[src/rtl/cbus_rr_arbiter.sv]
// cbus_rr_arbiter: N-input CBus arbiter in front of the single external
// oreq/oresp port. It selects a requester by round-robin or fixed priority,
// holds the registered grant for the whole burst and returns to IDLE after
// the beat that carries ready && last.
// Optional feature macro: CBUS_ARB_TRANS_EN. When it is defined, the
// kseg0/kseg1 virtual addresses on oreq.addr are translated to physical
// addresses inside this block.

package cbus_pkg;

  typedef struct packed {
    logic        valid;
    logic        is_write;
    logic [2:0]  size;
    logic [31:0] addr;
    logic [3:0]  strobe;
    logic [31:0] data;
    logic [3:0]  len;
  } cbus_req_t;

  typedef struct packed {
    logic        ready;
    logic        last;
    logic [31:0] data;
  } cbus_resp_t;

endpackage

module cbus_rr_arbiter
  import cbus_pkg::*;
#(
  parameter int NUM_INPUTS  = 4,
  parameter bit ROUND_ROBIN = 1'b1
) (
  input  logic                        clk,
  input  logic                        reset,
  input  cbus_req_t  [NUM_INPUTS-1:0] ireqs,
  output cbus_resp_t [NUM_INPUTS-1:0] iresps,
  output cbus_req_t                   oreq,
  input  cbus_resp_t                  oresp,
  output logic                        busy
);

  localparam int SEL_W = $clog2(NUM_INPUTS);

  localparam logic [0:0] IDLE = 1'b0;
  localparam logic [0:0] BUSY = 1'b1;

  logic [0:0]            state_reg, state_next;
  logic [SEL_W-1:0]      sel_reg, sel_next;
  logic [SEL_W-1:0]      last_sel_reg, last_sel_next;
  logic [SEL_W-1:0]      winner;
  logic [NUM_INPUTS-1:0] valid_vec;
  logic                  any_valid;
  cbus_req_t             granted_req;

  // The kseg0 and kseg1 windows (0x8000_0000-0xBFFF_FFFF) both map onto the
  // low 512 MiB of physical memory. Every other segment is passed through.
  function automatic logic [31:0] xlate_addr(input logic [31:0] vaddr);
`ifdef CBUS_ARB_TRANS_EN
    if (vaddr[31:30] == 2'b10) begin
      return {3'b000, vaddr[28:0]};
    end
    return vaddr;
`else
    return vaddr;
`endif
  endfunction

  genvar gi;
  generate
    for (gi = 0; gi < NUM_INPUTS; gi++) begin : g_valid
      assign valid_vec[gi] = ireqs[gi].valid;
    end
  endgenerate

  assign any_valid = |valid_vec;

  // Pick the winner among the valid requesters. The loops scan from the
  // lowest-priority candidate to the highest, so the last hit is the one
  // that wins.
  always_comb begin
    winner = '0;
    if (ROUND_ROBIN) begin
      // Candidate order is last_sel+1, last_sel+2, ... wrapping, and ends
      // with last_sel itself (k == NUM_INPUTS).
      for (int k = NUM_INPUTS; k >= 1; k--) begin
        logic [SEL_W:0] cand;
        cand = {1'b0, last_sel_reg} + (SEL_W+1)'(k);
        if (cand >= (SEL_W+1)'(NUM_INPUTS)) begin
          cand = cand - (SEL_W+1)'(NUM_INPUTS);
        end
        if (valid_vec[cand[SEL_W-1:0]]) begin
          winner = cand[SEL_W-1:0];
        end
      end
    end else begin
      // Fixed priority: index 0 is the highest priority.
      for (int i = NUM_INPUTS - 1; i >= 0; i--) begin
        if (valid_vec[i]) begin
          winner = SEL_W'(i);
        end
      end
    end
  end

  // Next-state logic. A grant is taken only from IDLE and is released only
  // by ready && last, so late arrivals never preempt a burst.
  always_comb begin
    state_next    = state_reg;
    sel_next      = sel_reg;
    last_sel_next = last_sel_reg;
    case (state_reg)
      IDLE: begin
        if (any_valid) begin
          sel_next   = winner;
          state_next = BUSY;
        end
      end
      BUSY: begin
        if (oresp.ready && oresp.last) begin
          last_sel_next = sel_reg;
          state_next    = IDLE;
        end
      end
      default: begin
        state_next = IDLE;
      end
    endcase
  end

  // State registers. Reset wins over everything, including a burst in flight,
  // and points last_sel at the top index so that index 0 is scanned first.
  always_ff @(posedge clk) begin
    if (reset) begin
      state_reg    <= IDLE;
      sel_reg      <= '0;
      last_sel_reg <= SEL_W'(NUM_INPUTS - 1);
    end else begin
      state_reg    <= state_next;
      sel_reg      <= sel_next;
      last_sel_reg <= last_sel_next;
    end
  end

  // Forward the granted request. A requester that drops valid mid-burst is
  // still forwarded as-is, so the external bus sees valid fall.
  always_comb begin
    granted_req      = ireqs[sel_reg];
    granted_req.addr = xlate_addr(ireqs[sel_reg].addr);
    oreq             = '0;
    if (state_reg == BUSY) begin
      oreq = granted_req;
    end
  end

  // Responses are routed combinationally to the granted requester only.
  generate
    for (gi = 0; gi < NUM_INPUTS; gi++) begin : g_resp
      assign iresps[gi] = ((state_reg == BUSY) && (sel_reg == SEL_W'(gi))) ? oresp : '0;
    end
  endgenerate

  assign busy = (state_reg == BUSY);

endmodule
[config.mk]
export PLATFORM = sky130hd
export DESIGN_NAME = cbus_rr_arbiter
export DESIGN_NICKNAME = d
export VERILOG_FILES = /design/src/rtl/cbus_rr_arbiter.sv
export SDC_FILE = /design/constraint.sdc
export NUM_CORES = 1
export LEC_CHECK = 0
export CORE_AREA = 2 2 217 219
export DETAILED_ROUTE_END_ITERATION = 8
export DIE_AREA = 0 0 219 221
export GPL_TIMING_DRIVEN = 0
export PLACE_DENSITY = 0.44
export SETUP_SLACK_MARGIN = 0.3
export SLEW_MARGIN = 10
export SYNTH_ARGS = -nofsm -noshare
export SYNTH_HDL_FRONTEND = slang
export SYNTH_SLANG_ARGS = --single-unit
[constraint.sdc]
create_clock -name clk -period 1.7 [get_ports clk]
set_clock_uncertainty 0.1 [all_clocks]
set_input_delay 0.34 -clock clk [delete_from_list [all_inputs] [get_ports clk]]
set_output_delay 0.34 -clock clk [all_outputs]
set_load 0.02 [all_outputs]
==> metrics.txt <==
status=finished with violations; failing checks=setup timing; Worst Hold Depth=2; CTS clock-pin slew for the worst setup and hold paths=30 ps; critical path type=reg2out; CP max stage cell=mux4_2; Max Clock Freq=429 MHz; Sink Count=5; most common cell in the netlist=and2_1; CTS tree=yes; # hold bufs at CTS=0; Synth top area share=47.3%; drt first pass iters=4; DP Area=0.0107 mm2; nets=1363; Port Buf Inserts=557; root buffer cell=clkbuf_16; leak pwr=5.14 nW; unrepaired setup endpoints after global routing=yes; met1 usage=12.4%; Post-DP HPWL=24200 um; Setup WS post-layout=-630 ps; worst-margin pin slew=409 ps; Syn Nets=713; Final setup viols=213; Rel. slew slack=72.7%; met2 Resource Use GR=20.8%; Core Rows=79; area leader, netlist=mux4_2; met3 Use GR=2.94%; DR vias=5664; vias in the first global route=5705; worst stage delay on the critical path=490 ps; GR Overflow Total=0; Peak VDD IR=0.000186 V; final wirelength=30100 um; critical path, cell by cell=buf_16 -> buf_6 -> buf_12 -> buf_12 -> mux4_2 -> and2_4 -> buf_6; placed cells=1533; H-Tree Level Count=1; Worst Path Required=1260 ps; height of the chip=221 um; crit path DAT=1890 ps; Worst Reg2Reg Path Length in Cells=6; worst-path maximum fanout=8; Worst R2R End=sel_reg[0]; max_cap viols=0; Post-synth top cells=and2_1, mux4_2, clkbuf_1; startpoint types=register; Placeable Area=0.0461 mm2; Final Hold Viols=0; unique cell type count in the Yosys netlist=27; YS warnings=0; first-pass GRT wire length=39400 um; worst r2r src=sel_reg[0]; Die Wd=219 um; pwr dens=347 mW/mm2; fin cells=1627; Avg Cell Area, Syn=9.94 um2; fin area=0.0123 mm2; RePlAce Congestion=0.853; DRT iter0 DRCs=147; Area growth syn-to-layout=236%; Final ANT Viol Nets=0; worst hold path type=reg2reg; Worst Setup End Kind=output port; FFs w/ async S/R, synth=0%; EDFF count, synth=0; sequential area share after synthesis=2.73%; hold_sp=last_sel_reg[0]; top cells by area, synth=mux4_2, and2_1, buf_12; clock tree buffer depth=2; Syn Inst Count=369; number of fill cells=4875; antenna violations before repair=2; gr busiest metal=met2; max-slew violations=0; FF+latch count, synth=5; Final Cycle Share=137%; layout cells sized above 1=63.6%; post-synthesis cell area=0.00367 mm2; die area=0.0484 mm2; total CTS buffers=3; clk_lat worst skew=230 ps; Starting Density=7.96%; Final Critical Period=2330 ps; largest net degree at the start of global routing=11; Remaining DRCs=0; DP Worst Slack=-1620 ps; Total GRT Usage=11.1%; vias per inst=3.48; Hold Path Sink=last_sel_reg[0]; Primary FF master, synth=dfxtp_1; DR WL/cell=18.5 um; WHS=431 ps; Ports=558; reg-to-reg setup timing slack=370 ps
routing by layer:
layer,wire length [um],vias up
li1,-,2633
met1,10900,2660
met2,15900,343
met3,2790,26
met4,469,2
met5,10,-
worst max-delay path: cells and delay by family, from the launching register on:
kind	cells	cell delay, ps
AND/OR/NAND/NOR	1	170
flip-flops	1	390
buffers and inverters	5	600
multiplexers	1	490
worst max path at each step:
stage,startpoint,endpoint,slack (ps),cells past startpoint
2_1_floorplan,sel_reg[0],oreq[53],-30,4
3_3_place_gp,busy,oreq[50],-1640,4
3_5_place_dp,busy,oreq[50],-1620,4
4_1_cts,sel_reg[0],oreq[44],-730,5
5_1_grt,sel_reg[0],oreq[54],-680,7
6_report,sel_reg[0],oreq[54],-630,7
cells by family after synthesis:
logic type | synth area share, %
buf+inv | 8.60
simple gates | 39.1
compound gates | 1.98
mux | 47.6
flops | 2.73
timing repair:
item	CTS	global route
setup buffers	27	42
resized for setup	732	641
setup endpoints to repair	219	219
gates cloned	5	14
pin swaps	6	22
power by group:
group | total [W] | internal, W | leakage, nW | switching, W
combinational | 0.00375 | 0.00243 | 5.06 | 0.00133
sequential | 0.000143 | 0.000127 | 0.0420 | 0.0000163
clock | 0.000387 | 0.000311 | 0.0382 | 0.0000761
layout make-up:
| type | instances | area [um2] | share of cell area, % |
|---|---|---|---|
| antenna | 2 | 5.00 | 0.0406 |
| buffer | 39 | 547 | 4.43 |
| clock buffer | 4 | 78.8 | 0.639 |
| inverter | 4 | 18.8 | 0.152 |
| multi-input combinational | 321 | 3840 | 31.2 |
| sequential | 5 | 105 | 0.852 |
| tap | 607 | 759 | 6.16 |
| timing repair buffer | 645 | 6970 | 56.5 |
through the flow:
step	utilization [%]	total power (W)	TNS, ps
after floorplan	-	0.00164	-2600
after global placement	23.1	0.00328	-229690
after detailed placement	23.1	0.00328	-230010
after CTS	24.4	0.00389	-127580
after global routing	26.8	0.00451	-118420
final	26.8	0.00428	-104840
placed cells by master, fill, tap and decap left out, types with 2 or more instances in the layout:
master           Yosys  routed
clkdlybuf4s50_1      0     337
nand2_1              6       5
buf_2                8      10
buf_8                1      13
buf_6                1     219
o21ai_0              2       2
inv_1                4       3
clkbuf_16            0      17
clkbuf_4             0       5
a21oi_1              6       5
and2_4               0     212
dfxtp_1              5       3
and3_4               0       2
dlymetal6s2s_1       0       6
buf_12               7      22
nor2_1               2       2
mux4_2              77      77
diode_2              0       2
clkbuf_2             9      18
buf_16               0       7
buf_4                0      33
Note: power is estimated with default switching activity, not from simulation.
